**src/rtl/tgl_hs_rx_pkg.sv**
```systemverilog
// Shared definitions for the toggle-handshake receiver: defaults and FSM encoding.
package tgl_hs_rx_pkg;

    localparam int unsigned DATA_W_DEF      = 8;
    localparam int unsigned SYNC_STAGES_DEF = 2;

    typedef enum logic [1:0] {
        ST_IDLE  = 2'd0,
        ST_VALID = 2'd1,
        ST_ACK   = 2'd2
    } state_e;

endpackage : tgl_hs_rx_pkg

```
**src/rtl/tgl_hs_rx_if.sv**
```systemverilog
// Toggle-request sender side plus valid/ready consumer side of the receiver.
interface tgl_hs_rx_if
    import tgl_hs_rx_pkg::*;
#(
    parameter int unsigned DATA_W = DATA_W_DEF
);
    logic              req_tgl;
    logic [DATA_W-1:0] din;
    logic              ack_tgl;
    logic [DATA_W-1:0] dout;
    logic              dout_valid;
    logic              dout_ready;
    logic              overrun;

    // Environment side: sender and consumer
    modport master (
        output req_tgl, din, dout_ready,
        input  ack_tgl, dout, dout_valid, overrun
    );

    // Receiver side
    modport slave (
        input  req_tgl, din, dout_ready,
        output ack_tgl, dout, dout_valid, overrun
    );
endinterface : tgl_hs_rx_if

```
**src/rtl/tgl_sync.sv**
```systemverilog
// Multi-flop synchroniser for the asynchronous request toggle.
module tgl_sync
    import tgl_hs_rx_pkg::*;
#(
    parameter int unsigned STAGES = SYNC_STAGES_DEF
) (
    input  logic clk,
    input  logic rst,
    input  logic async_in,
    output logic req_sync
);
    logic [STAGES-1:0] chain_q;
    logic [STAGES-1:0] chain_d;

    // Shift the raw toggle in at the bottom of the chain
    always_comb begin
        chain_d = {chain_q[STAGES-2:0], async_in};
    end

    // Chain register, cleared by reset
    always_ff @(posedge clk or negedge rst) begin
        if (!rst) chain_q <= '0;
        else      chain_q <= chain_d;
    end

    assign req_sync = chain_q[STAGES-1];
endmodule : tgl_sync

```
**src/rtl/tgl_hs_rx.sv**
```systemverilog
// Receiver for a two-phase toggle handshake: one captured word per request flip,
// presented on a valid/ready stream, acknowledged by toggling ack_tgl once consumed.
module tgl_hs_rx
    import tgl_hs_rx_pkg::*;
#(
    parameter int unsigned DATA_W      = DATA_W_DEF,
    parameter int unsigned SYNC_STAGES = SYNC_STAGES_DEF
) (
    input  logic        clk,
    input  logic        rst,
    tgl_hs_rx_if.slave  bus
);
    logic              req_sync;
    logic              evt_c;

    state_e            state_q,      state_d;
    logic              req_seen_q,   req_seen_d;
    logic [DATA_W-1:0] dout_q,       dout_d;
    logic              dout_valid_q, dout_valid_d;
    logic              ack_q,        ack_d;
    logic              overrun_q,    overrun_d;

    tgl_sync #(
        .STAGES (SYNC_STAGES)
    ) u_sync (
        .clk      (clk),
        .rst      (rst),
        .async_in (bus.req_tgl),
        .req_sync (req_sync)
    );

    assign evt_c = (req_sync != req_seen_q);

    // Next-state and register updates; a pending toggle outside IDLE is left unseen
    always_comb begin
        state_d      = state_q;
        req_seen_d   = req_seen_q;
        dout_d       = dout_q;
        dout_valid_d = dout_valid_q;
        ack_d        = ack_q;
        overrun_d    = overrun_q;

        unique case (state_q)
            ST_IDLE: begin
                if (evt_c) begin
                    dout_d       = bus.din;
                    req_seen_d   = req_sync;
                    dout_valid_d = 1'b1;
                    state_d      = ST_VALID;
                end
            end
            ST_VALID: begin
                if (evt_c) overrun_d = 1'b1;
                if (dout_valid_q && bus.dout_ready) begin
                    dout_valid_d = 1'b0;
                    state_d      = ST_ACK;
                end
            end
            ST_ACK: begin
                if (evt_c) overrun_d = 1'b1;
                ack_d   = ~ack_q;
                state_d = ST_IDLE;
            end
            default: begin
                state_d = ST_IDLE;
            end
        endcase
    end

    // State and output registers
    always_ff @(posedge clk or negedge rst) begin
        if (!rst) begin
            state_q      <= ST_IDLE;
            req_seen_q   <= 1'b0;
            dout_q       <= '0;
            dout_valid_q <= 1'b0;
            ack_q        <= 1'b0;
            overrun_q    <= 1'b0;
        end else begin
            state_q      <= state_d;
            req_seen_q   <= req_seen_d;
            dout_q       <= dout_d;
            dout_valid_q <= dout_valid_d;
            ack_q        <= ack_d;
            overrun_q    <= overrun_d;
        end
    end

    assign bus.dout       = dout_q;
    assign bus.dout_valid = dout_valid_q;
    assign bus.ack_tgl    = ack_q;
    assign bus.overrun    = overrun_q;
endmodule : tgl_hs_rx

```
**src/flat_wrapper.sv**
```systemverilog
// flat-port wrapper written by rule: the top's interface ports become plain ports
module tgl_hs_rx_flat import tgl_hs_rx_pkg::*;
#(
    parameter int unsigned DATA_W      = DATA_W_DEF,
    parameter int unsigned SYNC_STAGES = SYNC_STAGES_DEF
)
  (clk, rst, bus_req_tgl, bus_din, bus_dout_ready, bus_ack_tgl, bus_dout, bus_dout_valid, bus_overrun);
  tgl_hs_rx_if #(.DATA_W(DATA_W)) bus_i ();
  input  logic clk;
  input  logic rst;
  input wire logic [$bits(bus_i.req_tgl)-1:0] bus_req_tgl;
  input wire logic [$bits(bus_i.din)-1:0] bus_din;
  input wire logic [$bits(bus_i.dout_ready)-1:0] bus_dout_ready;
  output wire logic [$bits(bus_i.ack_tgl)-1:0] bus_ack_tgl;
  output wire logic [$bits(bus_i.dout)-1:0] bus_dout;
  output wire logic [$bits(bus_i.dout_valid)-1:0] bus_dout_valid;
  output wire logic [$bits(bus_i.overrun)-1:0] bus_overrun;
  assign bus_i.req_tgl = bus_req_tgl;
  assign bus_i.din = bus_din;
  assign bus_i.dout_ready = bus_dout_ready;
  assign bus_ack_tgl = bus_i.ack_tgl;
  assign bus_dout = bus_i.dout;
  assign bus_dout_valid = bus_i.dout_valid;
  assign bus_overrun = bus_i.overrun;
  tgl_hs_rx #(.DATA_W(DATA_W), .SYNC_STAGES(SYNC_STAGES)) u_core (.clk(clk), .rst(rst), .bus(bus_i));
endmodule
```
**config.mk**
```make
export PLATFORM = sky130hd
export DESIGN_NAME = tgl_hs_rx_flat
export DESIGN_NICKNAME = d
export VERILOG_FILES = /design/src/rtl/tgl_hs_rx_pkg.sv /design/src/rtl/tgl_hs_rx_if.sv /design/src/rtl/tgl_sync.sv /design/src/rtl/tgl_hs_rx.sv /design/src/flat_wrapper.sv
export SDC_FILE = /design/constraint.sdc
export NUM_CORES = 1
export LEC_CHECK = 0
export ABC_AREA = 1
export CORE_MARGIN = 5
export CORE_UTILIZATION = 43
export DETAILED_ROUTE_END_ITERATION = 10
export PLACE_DENSITY_LB_ADDON = 0.08
export SYNTH_ARGS = -nofsm -noshare
export SYNTH_HDL_FRONTEND = slang
export SYNTH_SLANG_ARGS = --single-unit
```
**constraint.sdc**
```tcl
create_clock -name clk -period 1.5 [get_ports clk]
set_input_delay 0.3 -clock clk [delete_from_list [all_inputs] [get_ports clk]]
set_output_delay 0.3 -clock clk [all_outputs]
set_load 0.005 [all_outputs]
```
==> impl_metrics.json <==
{
  "slew-limit-headroom_pct": 86.7,
  "grtUsageTotal_pct": 11.1,
  "netlist_area_um2": 711,
  "post-dp-hpwl_um": 974,
  "cts_tree": "done",
  "register_bit_count_reported_by_yosys": 16,
  "crit_fanout": 2,
  "fraction_of_layout_instances_using_a_drive_strength_above_1_pct": 16.0,
  "maxSlewViolCount": 0,
  "run_status": "completed",
  "initial_core_util_pct": 46.1,
  "cp_slowest_stage_delay_ns": 0.51,
  "synthDominantCellAreaShare_pct": 56.3,
  "r2r_setup_slack_ns": 0.17,
  "core_um2": 1540,
  "antenna_cells": 0,
  "critical_path.cell_chain": "clkdlybuf4s50_1",
  "worst_setup_start_kind": "register",
  "drc": 0,
  "boundaryPins": 23,
  "number_of_distinct_standard_cells_referenced_by_the_synthesized_netlist": 13,
  "clock-root-buffer": "clkbuf_4",
  "critical_path.reg2reg.endpoint": "u_core.bus.dout[5]$_DFFE_PN0P_",
  "critPathCaptureType": "output pin",
  "synth_edf_count": 0,
  "htree_num_levels": 1,
  "drv.max_cap_violation_count": 0,
  "postLayoutCoreUtil_pct": 65.3,
  "critical-path-top-delay-family": "buffers and inverters",
  "synth_seq_area_share_pct": 56.3,
  "routed_wire_length_per_instance_um": 10.8,
  "critical_path_depth": 1,
  "finalSetupViolCount": 0,
  "detail_route.iter0.violations": 15,
  "irDropWorstVdd_mv": 0.828,
  "cellPowerDensity_nw_per_um2": 1820,
  "criticalPathCategory": "register to output pin",
  "finalPower_mw": 1.83,
  "drt_pre_antenna_iters": 4,
  "postSynthNetCount": 88,
  "yosysMostFrequentCell": "nand2_1",
  "number_of_global_route_vias_before_repair": 519,
  "netlist_instances": 72,
  "setup-tns-final_ns": 0,
  "worst-endpoint-arrival_ns": 1.15,
  "crit_path_start": "u_core.bus.dout[3]$_DFFE_PN0P_",
  "max_freq_mhz": 691,
  "fin_hold_ws_ns": 0.338,
  "die_boundary_width_um": 50.7,
  "grt_start_max_net_pins": 17,
  "r2r_cells": 5,
  "regToRegStartpoint": "u_core.state_q[0]$_DFFE_PN0P_",
  "grt_overflow": 0,
  "timing.critical_path.to": "bus_dout[3]",
  "dieArea_um2": 2570,
  "cp.buffers_inverters": 1,
  "postRouteAntennaNets": 0,
  "layout_worst_path_cycle_share_pct": 96.5,
  "detail_route.vias_per_cell": 4.64,
  "cp.required_ns": 1.20,
  "final_period_minus_worst_setup_slack_ns": 1.45,
  "synthTopCellsByCount": "nand2_1 (17), dfrtp_1 (16), inv_1 (12)",
  "synthTopCellsByArea": "dfrtp_1 (56%), nand2_1 (9.0%), ha_1 (7.0%), inv_1 (6.3%), o21ai_0 (4.9%)",
  "grt_setup_unrepaired": "no",
  "grt_pass1_wl_mm": 2.17,
  "wirelength_mm": 1.25,
  "cpMaxStageDelayCell": "clkdlybuf4s50_1",
  "synthDominantAreaCellType": "dfrtp_1",
  "areaGrowthSynthToFinish_pct": 41.7,
  "portBuffers": 22,
  "insertion_delay_ns": 0.27,
  "timing.final.hold_violations": 0,
  "fin_worst_skew_ns": 0.00467,
  "numClockSinks": 16,
  "synth_warnings": 0,
  "synth_ff_type": "dfrtp_1",
  "synth_area_per_cell_um2": 9.87,
  "numCtsBuffers": 3,
  "cts-hold-fix-buffers": 0,
  "finalNetCount": 118,
  "cts-root-to-sink-buffers": 2,
  "fp-row-count": 14,
  "worst_slew_pin_slew_ns": 0.200,
  "antenna_found_initial": 0,
  "timing.hold.worst.class": "input pin to async pin",
  "floorplan.die.height_um": 50.7,
  "routabilityCongestion": 0.808,
  "static-leakage-power_nw": 0.503,
  "filler_cell_count": 129,
  "route.vias.total": 538,
  "postSynth.asyncResetShare_pct": 100,
  "cts.reportedPaths.clkPinSlew_ns": 0.09
}
==> layout make-up <==
type	count	area [um2]	area share, %
Clock buffer	3	22.5	2.24
Inverter	14	52.6	5.22
Multi-Input combinational cell	41	246	24.5
Sequential cell	16	400	39.8
Tap cell	16	20.0	1.99
Timing Repair Buffer	26	265	26.3
==> logic make-up after synthesis <==
| kind of cell | Yosys count | synth area share [%] |
|---|---|---|
| AO/OA/AOI/OAI | 11 | 11.1 |
| adder cells (fa/ha/maj) | 4 | 7.04 |
| buffers and inverters | 15 | 8.98 |
| XOR/XNOR | 1 | 1.23 |
| flip-flops | 16 | 56.3 |
| AND/OR/NAND/NOR | 25 | 15.3 |
==> worst min-delay path by stage <==
stage	endpoint	depth (start not counted)
global placement	u_core.u_sync.chain_q[1]$_DFF_PN0_	0
detailed placement	u_core.u_sync.chain_q[1]$_DFF_PN0_	0
global route	u_core.bus.dout_valid$_DFFE_PN0P_	2
CTS	u_core.bus.dout_valid$_DFFE_PN0P_	2
finish	u_core.bus.dout[3]$_DFFE_PN0P_	2
floorplan	u_core.bus.ack_tgl$_DFFE_PN0N_	0
==> metal layers <==
metal  GRT usage [%]  up-vias  wire length (um)
li1                -      278                 -
met1            12.7      241               533
met2            17.4       17               575
met3            5.33        2               126
met4            5.11        0                13
met5               0        -                 0
==> cells in the final DEF, fill, tap and decap left out <==
cell type	Yosys	layout
clkbuf_4	0	3
o21ai_0	7	7
a21boi_4	1	1
inv_1	12	12
inv_2	2	2
dfrtp_1	16	16
ha_1	4	4
buf_4	0	3
xor2_1	1	1
a21o_1	1	1
buf_12	0	1
nand3_1	4	4
clkdlybuf4s50_1	0	21
o21ai_2	2	2
nand2_2	4	4
dlymetal6s2s_1	0	1
nand2_1	17	17
==> registers in the layout (all words and copies together), names as in the netlist <==
register and flops:
u_core.bus.dout 8, u_core.req_seen_q 1, u_core.state_q 2, u_core.u_sync.chain_q 2, u_core.bus.ack_tgl 1, u_core.bus.dout_valid 1
u_core.bus.overrun 1
==> power by group <==
| part | internal (mW) | switching (mW) | leakage (nW) |
|---|---|---|---|
| logic | 0.512 | 0.401 | 0.299 |
| clock network | 0.0929 | 0.118 | 0.0138 |
| registers | 0.607 | 0.0997 | 0.191 |
| total | 1.21 | 0.618 | 0.503 |
==> timing repair <==
| item | 4_1_cts | 5_1_grt |
|---|---|---|
| setup endpoints to repair | 0 | 11 |
| setup buffers | 0 | 3 |
| resized for setup | 0 | 1 |
==> metrics by stage <==
stage                     area [um2]  worst slack [ns]  instances
after floorplan                  711             0.235         72
after global placement           947            0.0978        110
after detailed placement         947            0.0418        110
after CTS                        970            0.0217        113
after global routing            1010           0.00157        116
final                           1010            0.0519        116
Power figures use the tool's default switching activity.
